## config.mk

```make
export PLATFORM = sky130hd
export DESIGN_NAME = periph_rx_arbiter
export DESIGN_NICKNAME = d
export VERILOG_FILES = /design/src/rtl/lycan_globals.sv /design/src/rtl/periph_rx_arbiter_rr.sv /design/src/rtl/periph_rx_arbiter.sv
export SDC_FILE = /design/constraint.sdc
export NUM_CORES = 1
export LEC_CHECK = 0
export BUFFER_PORTS_ARGS = -buffer_cell sky130_fd_sc_hd__buf_4
export CORE_MARGIN = 5
export CORE_UTILIZATION = 42
export CTS_CLUSTER_SIZE = 8
export DETAILED_ROUTE_END_ITERATION = 8
export GPL_TIMING_DRIVEN = 1
export PLACE_DENSITY_LB_ADDON = 0.15
export REMOVE_ABC_BUFFERS = 1
export SYNTH_ARGS = -nofsm -noshare
export SYNTH_HDL_FRONTEND = slang
export SYNTH_SLANG_ARGS = --single-unit
export TNS_END_PERCENT = 30
```

## constraint.sdc

```tcl
create_clock -name clk -period 3.7 [get_ports clk]
set_input_delay 0.37 -clock clk [delete_from_list [all_inputs] [get_ports clk]]
set_output_delay 0.37 -clock clk [all_outputs]
set_load 0.1 [all_outputs]
```

## src/rtl/lycan_globals.sv

```systemverilog
// Shared widths and state type for the USB RX path.
// Arbiter FSM states live here so other blocks can decode them.
package lycan_globals;

  localparam int usb_packet_width     = 32;
  localparam int periph_address_width = 3;

  typedef enum logic [1:0] {
    IDLE,
    ISSUE,
    CAPTURE,
    SEND
  } arb_state_t;

endpackage

```

## src/rtl/periph_rx_arbiter_rr.sv

```systemverilog
// Round-robin first-set search over a request vector.
// Scans from start upward with wrap; purely combinational.
module rr_priority_select
  import lycan_globals::*;
#(
  parameter int N  = 8,
  parameter int AW = periph_address_width
) (
  input  logic [N-1:0]  req,
  input  logic [AW-1:0] start,
  output logic          found,
  output logic [AW-1:0] idx
);

  localparam logic [AW:0] WRAP = (AW+1)'(N);

  // Walk offsets high to low so the nearest hit overwrites the rest
  always_comb begin
    logic [AW:0] j;
    j     = '0;
    found = 1'b0;
    idx   = '0;
    for (int i = N - 1; i >= 0; i--) begin
      j = {1'b0, start} + (AW+1)'(i);
      if (j >= WRAP) begin
        j = j - WRAP;
      end
      if (req[j[AW-1:0]]) begin
        found = 1'b1;
        idx   = j[AW-1:0];
      end
    end
  end

endmodule

```

## src/rtl/periph_rx_arbiter.sv

```systemverilog
// Moves packets from peripheral RX FIFOs to the USB TX path.
// Almost-full FIFOs win arbitration; bursts are capped at BURST_LEN.
module periph_rx_arbiter
  import lycan_globals::*;
#(
  parameter int NUM_PERIPHS = 8,
  parameter int BURST_LEN   = 4
) (
  input  logic                                          clk,
  input  logic                                          rst,
  input  logic [NUM_PERIPHS-1:0][usb_packet_width-1:0]  periph_rx_data,
  input  logic [NUM_PERIPHS-1:0]                        periph_rx_empty,
  input  logic [NUM_PERIPHS-1:0]                        periph_rx_almost_full,
  input  logic [NUM_PERIPHS-1:0]                        periph_ready,
  output logic [NUM_PERIPHS-1:0]                        periph_rx_read,
  output logic [usb_packet_width-1:0]                   usb_data,
  output logic                                          usb_valid,
  input  logic                                          usb_full,
  output logic [periph_address_width-1:0]               grant_id,
  output logic                                          busy
);

  localparam int AW = periph_address_width;

  localparam logic [AW-1:0] LAST  = AW'(NUM_PERIPHS - 1);
  localparam logic [4:0]    BURST = 5'(BURST_LEN);

  arb_state_t state;

  logic [NUM_PERIPHS-1:0] req;
  logic [NUM_PERIPHS-1:0] hot_req;
  logic [AW-1:0]          ptr;
  logic [3:0]             cnt;
  logic [4:0]             cnt_inc;
  logic                   more;
  logic                   hot_found;
  logic                   all_found;
  logic [AW-1:0]          hot_idx;
  logic [AW-1:0]          all_idx;
  logic [AW-1:0]          sel;
  logic [AW-1:0]          sel_nxt;
  logic                   gnt_req;

  function automatic logic [NUM_PERIPHS-1:0] onehot(
    input logic [AW-1:0] i
  );
    onehot    = '0;
    onehot[i] = 1'b1;
  endfunction

  assign req     = periph_ready & ~periph_rx_empty;
  assign hot_req = req & periph_rx_almost_full;

  rr_priority_select #(
    .N  (NUM_PERIPHS),
    .AW (AW)
  ) u_hot (
    .req   (hot_req),
    .start (ptr),
    .found (hot_found),
    .idx   (hot_idx)
  );

  rr_priority_select #(
    .N  (NUM_PERIPHS),
    .AW (AW)
  ) u_all (
    .req   (req),
    .start (ptr),
    .found (all_found),
    .idx   (all_idx)
  );

  // Almost-full requesters take precedence over plain requesters
  always_comb begin
    sel     = hot_found ? hot_idx : all_idx;
    sel_nxt = (sel == LAST) ? '0 : sel + 1'b1;
    gnt_req = req[grant_id];
    cnt_inc = {1'b0, cnt} + 5'd1;
    more    = cnt_inc < BURST;
  end

  // Arbitration FSM with registered strobe, data and status outputs
  always_ff @(posedge clk) begin
    if (rst) begin
      state          <= IDLE;
      usb_valid      <= 1'b0;
      usb_data       <= '0;
      periph_rx_read <= '0;
      grant_id       <= '0;
      busy           <= 1'b0;
      cnt            <= '0;
      ptr            <= '0;
    end else begin
      unique case (state)
        IDLE: begin
          if (all_found) begin
            grant_id       <= sel;
            ptr            <= sel_nxt;
            periph_rx_read <= onehot(sel);
            busy           <= 1'b1;
            state          <= ISSUE;
          end
        end
        ISSUE: begin
          periph_rx_read <= '0;
          state          <= CAPTURE;
        end
        CAPTURE: begin
          usb_data  <= periph_rx_data[grant_id];
          usb_valid <= 1'b1;
          state     <= SEND;
        end
        SEND: begin
          if (!usb_full) begin
            usb_valid <= 1'b0;
            if (gnt_req && more) begin
              cnt            <= cnt_inc[3:0];
              periph_rx_read <= onehot(grant_id);
              state          <= ISSUE;
            end else begin
              cnt   <= '0;
              busy  <= 1'b0;
              state <= IDLE;
            end
          end
        end
        default: begin
          state <= IDLE;
        end
      endcase
    end
  end

endmodule
```

# ---- Word level (Yosys, flattened, before mapping)
# Cells that the tools add are included.
# Widths: inputs -> output; s select.
dict set report classes {
  addsub 17
  magnitude_cmp 21
  n_eq_ne 8
  muxes 97
  bitwise 4
  reduce_logical 13
}
# op n
set op_table {}
lappend op_table {{$bmux 32 s3} 1}
lappend op_table {{$mux 3} 26}
lappend op_table {{$bmux 1 s3} 17}
lappend op_table {{$lt 3x4->1 const B} 10}
lappend op_table {{$mux 1} 40}
lappend op_table {{$mux 32} 1}
lappend op_table {{$ge 4x4->1 const B} 7}
lappend op_table {{$mux 8} 3}
lappend op_table {{$pmux 8 s3} 1}
lappend op_table {{$sub 3x1->3 const B} 8}
lappend op_table {{$add 3x3->4 const B} 4}
lappend op_table {{$and 8x8->8} 2}
lappend op_table {{$add 3x2->4 const B} 2}
lappend op_table {{$ne 2x2->1 const B} 4}
lappend op_table {{$not 8->8} 1}
lappend op_table {{$pmux 2 s4} 1}
lappend op_table {{$reduce_and 2->1} 4}
lappend op_table {{$reduce_and 4->1} 2}
lappend op_table {{$demux 1 s3} 2}
lappend op_table {{$ge 3x1->1 const B} 2}
lappend op_table {{$add 4x1->5 const B} 1}
lappend op_table {{$lt 5x3->1 const B} 1}
lappend op_table {{$add 3x1->4 const B} 1}
lappend op_table {{$eq 2x2->1 const B} 2}
lappend op_table {{other kinds (12)} 17}
dict set report word_totals {
  register_bits 54
}

# ---- Longest topological paths before layout
# Gate-level depths: netlist of run 1.
dict set report logic_depth {
  depth_word 20
  mapped_depth 18
  depth_no_buf 12
}

# ---- Cells and area by module
# A second synthesis of run 1 with hierarchy kept.
dict set report hier_totals {
  cells_unflattened 581
  area_unflattened_um2 5805.6
}
# module instances cells_per_inst area_per_inst_um2 seq_area_each_um2
set by_module_without_submodules {}
lappend by_module_without_submodules {periph_rx_arbiter 1 401 4241.6 1081.0}
lappend by_module_without_submodules {rr_priority_select 2 90 782.0 0.0}

# ---- Worst setup path before layout of run 1
# No wires, ideal clock.
dict set report synth_timing {
  path_type {register to register}
  startpoint {register ptr[0]}
  endpoint {register periph_rx_read[7]}
  setup_time_ns 0.088
  arrival_ns 3.793
  required_time_ns 3.612
  path_slack_ns -0.181
  stages_incl_launch_ff 16
  period_less_slack_ns 3.881
  path_cell_list {dfxtp_1 -> inv_2 -> buf_6 -> buf_2 -> buf_2 -> ha_1 -> xor2_2 -> mux4_2 -> nor2_1 -> nor4bb_1 -> a21oi_1 -> a211o_1 -> a31oi_1 -> a311oi_1 -> or4b_1 -> a311oi_2}
}
dict set report synth_via {
  elab_chain_cells 20
  word_cells_on_any_way 105
}
# element line
set synth_lines {}
lappend synth_lines {{start, declared} periph_rx_arbiter.sv:32} ;# logic [AW-1:0] ptr;
lappend synth_lines {{start signal, assigned} periph_rx_arbiter.sv:99} ;# ptr <= sel_nxt;
lappend synth_lines {{$add 3x3->4} periph_rx_arbiter_rr.sv:24} ;# j = {1'b0, start} + (AW+1)'(i);
lappend synth_lines {{$ge 4x4->1 or $sub 3x1->3 (tied branches)} {periph_rx_arbiter_rr.sv:25, periph_rx_arbiter_rr.sv:26}}
lappend synth_lines {{$mux 3} periph_rx_arbiter_rr.sv:25} ;# if (j >= WRAP) begin
lappend synth_lines {{$bmux 1 s3} periph_rx_arbiter_rr.sv:28} ;# if (req[j[AW-1:0]]) begin
lappend synth_lines {{$mux 1 (implied by the code)} periph_rx_arbiter_rr.sv:28}
lappend synth_lines {{$mux 3 or $mux 1 (tied branches) (8 in a row)} periph_rx_arbiter_rr.sv:28}
lappend synth_lines {{$mux 3} periph_rx_arbiter.sv:76} ;# sel = hot_found ? hot_idx : all_idx;
lappend synth_lines {{$lt 3x4->1 (implied by the code) or $ge 3x1->1 (tied branches)} periph_rx_arbiter.sv:48} ;# onehot[i] = 1'b1;
lappend synth_lines {{$logic_and 1x1->1 (implied by the code)} periph_rx_arbiter.sv:48}
lappend synth_lines {{$mux 1 (implied by the code)} periph_rx_arbiter.sv:48}
lappend synth_lines {{$demux 1 s3} periph_rx_arbiter.sv:48}
lappend synth_lines {{$mux 8} periph_rx_arbiter.sv:97} ;# if (all_found) begin
lappend synth_lines {{$pmux 8 s3} periph_rx_arbiter.sv:95} ;# unique case (state)
lappend synth_lines {{end signal, assigned} periph_rx_arbiter.sv:100} ;# periph_rx_read <= onehot(sel);
lappend synth_lines {{end signal, assigned} periph_rx_arbiter.sv:119} ;# periph_rx_read <= onehot(grant_id);
lappend synth_lines {{end, declared} periph_rx_arbiter.sv:15} ;# output logic [NUM_PERIPHS-1:0] periph_rx_read,
# Parallel ways exist; a longest one is shown, timed or not. The select of a mux whose other input is x is not followed.
# A chain may end at the register's enable or synchronous reset.

# ---- Final worst setup path of run 1
dict set report layout_timing {
  startpoint {register ptr[1]}
  endpoint {register periph_rx_read[0]}
}
# The elaborated chain is that of the path after synthesis.

==> results of run 1 <==
worst max-delay path: cells and delay by family, from the launching register on:
family                   cells  cell delay [ns]
multiplexers                 1             0.60
AO/OA/AOI/OAI                4             1.04
XOR/XNOR                     1             0.15
adder cells (fa/ha/maj)      1             0.26
AND/OR/NAND/NOR              3             0.58
buffers and inverters        2             0.40
flip-flops                   1             0.38
sequential cells by signal, summed over array words and instances (netlist names):
signal          count
usb_valid           1
state               2
grant_id            3
usb_data           32
busy                1
periph_rx_read      8
cnt                 4
ptr                 3
metrics by stage:
stage / setup TNS (ns) / power, mW / hold WS (ns)
after floorplan: -64.81 / 4.72 / 0.438
final: 0 / 6.66 / 0.431
after CTS: 0 / 6.57 / 0.442
after detailed placement: 0 / 6.01 / 0.481
after global routing: 0 / 7.04 / 0.473
after global placement: 0 / 5.95 / 0.469
power by group through the flow:
stage	logic [mW]	registers (mW)	clock network, mW
3_5_place_dp	5.00	1.01	0
6_report	5.10	0.995	0.558
3_3_place_gp	4.95	0.997	0
5_1_grt	5.42	1.02	0.600
2_1_floorplan	2.43	2.29	0
4_1_cts	5.01	0.996	0.562
cells by family (layout without fill, tap and decap cells):
| group | Yosys count | in the layout | share of synthesized area |
|---|---|---|---|
| flip-flops | 54 | 54 | 0.172 |
| XOR/XNOR | 6 | 6 | 0.0108 |
| AND/OR/NAND/NOR | 202 | 202 | 0.172 |
| multiplexers | 147 | 147 | 0.425 |
| buffers and inverters | 72 | 373 | 0.0515 |
| adder cells (fa/ha/maj) | 7 | 7 | 0.0140 |
| other | 0 | 8 | 0 |
| AO/OA/AOI/OAI | 128 | 128 | 0.154 |
area by class of cell:
class / instances / area [µm²]
Clock buffer: 6 / 129
Clock inverter: 2 / 37.5
Inverter: 10 / 37.5
Tap cell: 184 / 230
Sequential cell: 54 / 1090
Multi-Input combinational cell: 490 / 4890
Timing Repair Buffer: 355 / 2680
Antenna cell: 8 / 20.0
Fill cell: 1220 / 5480
layer usage:
metal | global-route usage | up-vias | share of wire
met3 | 0.0710 | 55 | 0.075
met1 | 0.365 | 3414 | 0.35
li1 | - | 3080 | -
met5 | 0 | - | 0.00046
met2 | 0.548 | 373 | 0.52
met4 | 0.148 | 2 | 0.049
timing repair:
item | CTS | global route
endpoints found under the setup margin | 0 | 11
buffers inserted | 0 | 1
hold buffers | 0 | 0
gates resized for setup | 0 | 9
worst paths after layout:
kind	start	end	slack, ns	depth (start not counted)
worst min register to register	usb_data[4]	usb_data[4]	0.49	2
worst max-delay path	ptr[1]	periph_rx_read[0]	0.18	12
worst min-delay path	usb_full	cnt[1]	0.43	4
worst max register to register	ptr[1]	periph_rx_read[0]	0.18	12
cells in the final DEF, fill, tap and decap left out, types with 8 or more instances in the layout:
master,instances
a21oi_1,20
mux4_2,92
nand3_1,11
diode_2,8
buf_4,353
nor2_1,70
nand3b_1,10
nor2b_1,17
and3b_1,9
nor3_1,9
dfxtp_1,51
o22ai_1,10
nand2_1,28
mux2i_1,50
a311oi_1,11
nand2b_1,16
a211oi_1,37
a2bb2oi_1,9
==> flow_metrics.py, run 1 <==
metrics = {
    "global_route": {
        "antenna_found_initial": 9,
        "grt_pass1_vias": 7092,
        "grt_usage": 0.314,
        "grt_pass1_wl_um": 42500,
        "grt_max_degree": 66,
        "gr-total-overflow": 0,
    },
    "yosys": {
        "syn_area_per_cell_um2": 10.2,
        "ys_top_cells_by_area": "mux4_2, dfxtp_1, mux2i_1",
        "synth.most_common_cell": "mux4_2",
        "synth_seq_cells": 54,
        "synth_cell_type_count": 70,
        "synthArstFlopShare": 0,
        "synth_warnings": 0,
        "synth_flop_cell": "dfxtp_1",
        "yosys.area.top_type_share": 0.331,
        "synth_edf_count": 0,
        "ys_seq_area_frac": 0.172,
        "synth_area_um2": 6270,
        "synth_largest_area_cell": "mux4_2",
        "synth_common_cells": "mux4_2, nor2_1, dfxtp_1, mux2i_1, a211oi_1",
        "synthCells": 616,
    },
    "power": {
        "cellPowerDensity_nw_per_um2": 731,
        "irDropWorstVdd_mv": 0.386,
        "p_seq_frac": 0.149,
        "power_frac_comb": 0.767,
        "p_switching_mw": 3.55,
        "p_sw_frac": 0.534,
        "p_leak_nw": 3.71,
        "p_int_mw": 3.10,
        "clkPwrFrac": 0.084,
    },
    "floorplan": {
        "dieArea_um2": 17500,
        "die_y_um": 132,
        "row_count": 44,
        "die_w_um": 132,
        "core_area_um2": 14600,
        "io_pins": 328,
        "floorplan.initialDensity": 0.430,
    },
    "clock_tree": {
        "tritoncts": "yes",
        "cts.sinks": 54,
        "clockBufferDepth": 2,
        "clock_latency_ns": 0.31,
        "htreeDepth": 2,
        "cts-root-buf": "clkbuf_16",
        "cts.clk_slew.worst_paths_ns": 0.07,
        "numCtsBuffers": 5,
    },
    "run_status": {
        "outcome": "finished, final reports clean",
    },
    "worst_hold_path": {
        "hp-class": "in2reg",
    },
    "detailed_routing": {
        "via_per_inst": 6.24,
        "drc": 0,
        "routed-via-count": 6924,
        "wl_per_cell_um": 25.7,
        "first_pass_iters": 5,
        "drtIter0Drc": 508,
        "final_antenna_net_count": 0,
        "wirelength_um": 28500,
    },
    "layout": {
        "fin_util": 0.625,
        "fin_cells": 1109,
        "drive_gt1_frac": 0.521,
        "nets": 1206,
        "synthToLayoutAreaGrowth_pct": 45.4,
        "final_area_um2": 9110,
    },
    "placement": {
        "pre_cts_ws_ns": 0.0498,
        "hpwl_um": 23800,
        "dpl.cell_count": 1092,
        "io_buffer_count": 327,
        "placed_area_um2": 8880,
        "place_congestion": 0.972,
    },
    "worst_setup_path": {
        "crit_required_ns": 3.91,
        "crit_path_start_kind": "flop",
        "cp.arrival_ns": 3.72,
        "path_cells": "buf_8 > ha_1 > xnor2_2 > mux4_2 > a2111oi_4 > a311o_1 > a21oi_1 > or3_1 > nand2_1 > buf_4 > nand4_1 > a311oi_1",
        "crit_path_end_kind": "flop",
        "cpPeakStageDelay_ns": 0.60,
        "cp_max_fo": 27,
        "cp_slowest_cell": "mux4_2",
        "critPathKind": "reg2reg",
    },
    "run": {
        "timing.max_cap.violations": 0,
    },
    "sta": {
        "relSlewSlack": 0.241,
        "final_max_slew_viol_count": 0,
        "fin_crit_sh": 0.950,
        "fmax_ghz": 0.284,
        "layout_setup_ws_ns": 0.184,
        "clock_skew_ns": 0.00499,
        "worst_pin_slew_ns": 1.14,
        "min_period_ns": 3.52,
        "hold_viol": 0,
        "setup_viol": 0,
        "rsz0062_at_grt": "false",
    },
}
No activity file was read; power rests on OpenSTA's default activity.
==> run 2: changes to the inputs <==
CORE_AREA = 5 5 124 126   (was default)
CORE_MARGIN = default   (was 5)
CORE_UTILIZATION = default   (was 42)
DIE_AREA = 0 0 129 131   (was default)
clock period = 4.26 ns   (was 3.7 ns; I/O delays follow)
==> flow_metrics.py, run 2 (same netlist as run 1, synthesis figures left out) <==
metrics = {
    "run_status": {
        "outcome": "finished, final reports clean",
    },
    "detailed_routing": {
        "wl_per_cell_um": 25.1,
        "routed-wl-met3_um": 1960,
        "dr_wl_met2_um": 14400,
        "final_antenna_net_count": 0,
        "drc": 0,
        "highest_layer": "met4",
        "first_pass_iters": 5,
        "wirelength_um": 27400,
        "met1_length_um": 10100,
        "routed-via-count": 6866,
        "drtIter0Drc": 662,
        "via_per_inst": 6.29,
    },
    "layout": {
        "top_regs": "usb_data (32), periph_rx_read (8), cnt (4)",
        "nets": 1194,
        "drive_gt1_frac": 0.509,
        "synthToLayoutAreaGrowth_pct": 43.1,
        "multi_input_area_um2": 4870,
        "seq_area_um2": 1090,
        "largest_reg_flops": 32,
        "final_common_cell": "buf_4",
        "fillers": 1216,
        "final_cell_mix": "buf_4, mux4_2, nor2_1",
        "regMostFlops": "usb_data",
        "fin_util": 0.632,
    },
    "sta": {
        "layout_setup_ws_ns": 0.463,
        "setup_viol": 0,
        "clock_skew_ns": 0.00987,
        "fmax_ghz": 0.263,
        "worst_pin_slew_ns": 0.955,
        "relSlewSlack": 0.364,
        "fin_crit_sh": 0.891,
        "hold_viol": 0,
        "min_period_ns": 3.80,
        "rsz0062_at_grt": "false",
        "final_max_slew_viol_count": 0,
    },
    "clock_tree": {
        "cts-root-buf": "clkbuf_16",
        "post_cts_buffers": 0,
        "cts.clk_slew.worst_paths_ns": 0.07,
        "clockBufferDepth": 2,
        "postCtsHoldBufs": 0,
        "cts.sinks": 54,
        "tritoncts": "yes",
        "htreeDepth": 2,
        "numCtsBuffers": 5,
        "ctsResizeCount": 0,
        "clock_latency_ns": 0.29,
    },
    "worst_setup_path": {
        "cp_slowest_cell": "dfxtp_1",
        "cpPeakStageDelay_ns": 0.81,
        "crit_path_start_kind": "flop",
        "path_cells": "xnor2_2 > mux4_2 > nor4bb_1 > a21oi_1 > a211o_1 > a31oi_1 > a311oi_1 > buf_4 > or4b_1 > a311oi_2",
        "critPathKind": "reg2reg",
        "cp.buffers_inverters": 1,
        "crit_required_ns": 4.46,
        "critical_path.top_delay_family": "compound AO/OA/AOI/OAI gates",
        "cp.arrival_ns": 4.00,
        "cp_max_fo": 14,
        "crit_path_end_kind": "flop",
    },
    "power": {
        "cellPowerDensity_nw_per_um2": 630,
        "irDropWorstVdd_mv": 0.453,
        "p_leak_nw": 3.65,
    },
    "floorplan": {
        "row_count": 44,
        "floorplan.initialDensity": 0.441,
        "die_y_um": 131,
        "die_w_um": 129,
        "dieArea_um2": 16900,
        "core_area_um2": 14200,
        "io_pins": 328,
    },
    "worst_hold_path": {
        "hp-class": "reg2reg",
    },
    "global_route": {
        "antenna_found_initial": 2,
        "grt_usage": 0.313,
        "grt_pass1_vias": 6901,
        "grt_max_degree": 66,
        "grt_pass1_wl_um": 40200,
        "gr-total-overflow": 0,
    },
    "run": {
        "timing.max_cap.violations": 0,
    },
    "placement": {
        "pre_cts_ws_ns": 0.507,
        "io_buffer_count": 327,
        "hpwl_um": 22800,
        "place_congestion": 1.02,
    },
}
[run 2: cell count changes in the layout (fill, tap and decap cells not counted), sizes merged]
| cell | delta |
|---|---|
| buf | -12 |
| diode | -6 |
[run 2: worst min-delay path, delay by kind of cell (launching register included)]
family           cells  cell delay (ns)
flip-flops           1             0.31
AO/OA/AOI/OAI        1             0.05
AND/OR/NAND/NOR      1             0.08
[run 2: through the flow]
stage	hold slack [ns]	TNS [ns]	power [mW]	std cells	cell area [µm²]
3_5_place_dp	0.481	0	5.16	1081	8800
4_1_cts	0.491	0	5.63	1089	8960
6_report	0.487	0	5.65	1091	8970
5_1_grt	0.501	0	5.96	1091	8970
3_3_place_gp	0.472	0	5.09	1081	8800
2_1_floorplan	0.456	-36.22	4.10	554	5980
[run 2: worst paths after layout]
path                    start                end  slack [ns]  depth (start not counted)
hold / removal    usb_data[7]        usb_data[7]        0.49                          2
hold reg to reg   usb_data[7]        usb_data[7]        0.49                          2
setup / recovery       ptr[2]  periph_rx_read[7]        0.46                         10
setup reg to reg       ptr[2]  periph_rx_read[7]        0.46                         10
[run 2: metal layers]
layer | track usage | vias to the layer above
li1 | - | 3039
met1 | 0.387 | 3415
met2 | 0.550 | 358
met3 | 0.0581 | 54
met4 | 0.106 | 0
met5 | 0 | -
[run 2: power breakdown]
group          internal, mW  total [mW]  switching [mW]
clock                 0.278       0.467           0.189
combinational          1.66        4.33            2.68
sequential            0.673       0.848           0.175
[run 2: final cells by class]
type / count / area share
Clock inverter: 2 / 0.00418
Inverter: 10 / 0.00418
Tap cell: 184 / 0.0257
Timing Repair Buffer: 343 / 0.287
Multi-Input combinational cell: 490 / 0.542
Sequential cell: 54 / 0.121
Clock buffer: 6 / 0.0144
Antenna cell: 2 / 0.000558
==> run 3: changes to the inputs <==
==> constraint.sdc (replaced) <==
create_clock -name clk -period 4.26 [get_ports clk]
set_input_delay 0.852 -clock clk [delete_from_list [all_inputs] [get_ports clk]]
set_output_delay 0.852 -clock clk [all_outputs]
set_load 0.1 [all_outputs]
==> flow_metrics.py, run 3 (same netlist as run 1, synthesis figures left out) <==
metrics = {
    "layout": {
        "multi_input_area_um2": 4870,
        "final_common_cell": "buf_4",
        "fin_util": 0.634,
        "nets": 1200,
        "drive_gt1_frac": 0.514,
        "final_cell_mix": "buf_4, mux4_2, nor2_1",
        "top_regs": "usb_data (32), periph_rx_read (8), cnt (4)",
        "fillers": 1225,
        "regMostFlops": "usb_data",
        "synthToLayoutAreaGrowth_pct": 43.8,
        "largest_reg_flops": 32,
        "seq_area_um2": 1090,
    },
    "clock_tree": {
        "cts.sinks": 54,
        "htreeDepth": 2,
        "postCtsHoldBufs": 0,
        "numCtsBuffers": 5,
        "tritoncts": "yes",
        "clock_latency_ns": 0.30,
        "post_cts_buffers": 0,
        "clockBufferDepth": 2,
        "cts-root-buf": "clkbuf_16",
        "ctsResizeCount": 0,
        "cts.clk_slew.worst_paths_ns": 0.07,
    },
    "power": {
        "power_mw": 5.63,
        "p_leak_nw": 3.67,
        "irDropWorstVdd_mv": 0.325,
        "cellPowerDensity_nw_per_um2": 625,
    },
    "global_route": {
        "gr-total-overflow": 0,
        "grt_pass1_wl_um": 39400,
        "antenna_found_initial": 7,
        "grt_usage": 0.308,
        "grt_max_degree": 66,
        "grt_pass1_vias": 6884,
    },
    "worst_setup_path": {
        "rr_worst_depth": 11,
        "startpoint": "ptr[1]",
        "crit_path_start_kind": "flop",
        "critPathKind": "reg2reg",
        "cp_max_fo": 27,
        "reg2reg_from": "ptr[1]",
        "path_cells": "buf_4 > ha_1 > xnor2_2 > mux4_2 > a2111oi_4 > a311o_1 > a21oi_1 > o21ai_1 > nand2_1 > or4b_1 > a311oi_2",
        "cpPeakStageDelay_ns": 0.63,
        "cp_slowest_cell": "mux4_2",
        "crit_required_ns": 4.47,
        "regToRegEndpoint": "periph_rx_read[7]",
        "critical_path.top_delay_family": "compound AO/OA/AOI/OAI gates",
        "cp.arrival_ns": 4.03,
        "cp.buffers_inverters": 1,
        "reg2reg_slack_ns": 0.44,
        "crit_path_end_kind": "flop",
    },
    "sta": {
        "hold_viol": 0,
        "fmax_ghz": 0.262,
        "clock_skew_ns": 0.00375,
        "tns_ns": 0,
        "worst_pin_slew_ns": 1.19,
        "final_max_slew_viol_count": 0,
        "layout_setup_ws_ns": 0.438,
        "min_period_ns": 3.82,
        "fin_crit_sh": 0.897,
        "rsz0062_at_grt": "false",
        "relSlewSlack": 0.205,
        "holdWs_ns": 0.490,
        "setup_viol": 0,
    },
    "floorplan": {
        "io_pins": 328,
        "row_count": 44,
        "floorplan.initialDensity": 0.441,
        "die_y_um": 131,
        "die_w_um": 129,
        "core_area_um2": 14200,
        "dieArea_um2": 16900,
    },
    "worst_hold_path": {
        "hold_depth": 2,
        "hp-start": "usb_data[11]",
        "min_to": "usb_data[11]",
        "hp-class": "reg2reg",
    },
    "detailed_routing": {
        "final_antenna_net_count": 0,
        "drtIter0Drc": 503,
        "via_per_inst": 6.19,
        "first_pass_iters": 5,
        "wl_per_cell_um": 24.7,
        "routed-via-count": 6814,
        "wirelength_um": 27200,
        "drc": 0,
    },
    "placement": {
        "place_congestion": 0.925,
        "io_buffer_count": 327,
        "hpwl_um": 22700,
        "pre_cts_ws_ns": 0.365,
    },
    "run": {
        "timing.max_cap.violations": 0,
    },
    "run_status": {
        "outcome": "finished, final reports clean",
    },
}
==> run 3: final cells by class <==
type	instances	area share
Antenna cell	6	0.00167
Clock buffer	6	0.0154
Clock inverter	2	0.00139
Inverter	10	0.00417
Multi-Input combinational cell	490	0.540
Sequential cell	54	0.121
Tap cell	184	0.0256
Timing Repair Buffer	349	0.291
==> run 3: per-layer routing <==
| layer | global-route usage | share of wire | wire length [µm] |
|---|---|---|---|
| met1 | 0.366 | 0.35 | 9570 |
| met2 | 0.538 | 0.53 | 14400 |
| met3 | 0.0585 | 0.073 | 1990 |
| met4 | 0.149 | 0.045 | 1230 |
| met5 | 0 | 0.00048 | 13 |
==> run 3: per-stage QoR <==
| stage | instance area [µm²] | instances |
|---|---|---|
| 2_1_floorplan | 5980 | 554 |
| 3_3_place_gp | 8840 | 1087 |
| 3_5_place_dp | 8840 | 1087 |
| 4_1_cts | 8990 | 1095 |
| 5_1_grt | 9010 | 1100 |
| 6_report | 9010 | 1101 |
==> run 3: tightest hold or removal path, stage by stage, from the launching register on <==
cell and delay [ns]:
dfxtp_1 0.32, nor2_1 0.08, a211oi_1 0.05
==> run 3: worst max-delay path by stage <==
stage	to	cells after the start	slack, ns
after floorplan	periph_rx_read[7]	7	-2.10
after global placement	periph_rx_read[7]	11	0.43
after detailed placement	periph_rx_read[7]	11	0.36
after CTS	periph_rx_read[7]	11	0.47
after global routing	periph_rx_read[7]	11	0.18
final	periph_rx_read[7]	11	0.44
==> run 3: where the power goes <==
| group | total [mW] | switching, mW | internal, mW |
|---|---|---|---|
| registers | 0.885 | 0.211 | 0.673 |
| logic | 4.32 | 2.64 | 1.68 |
| clock network | 0.425 | 0.191 | 0.233 |
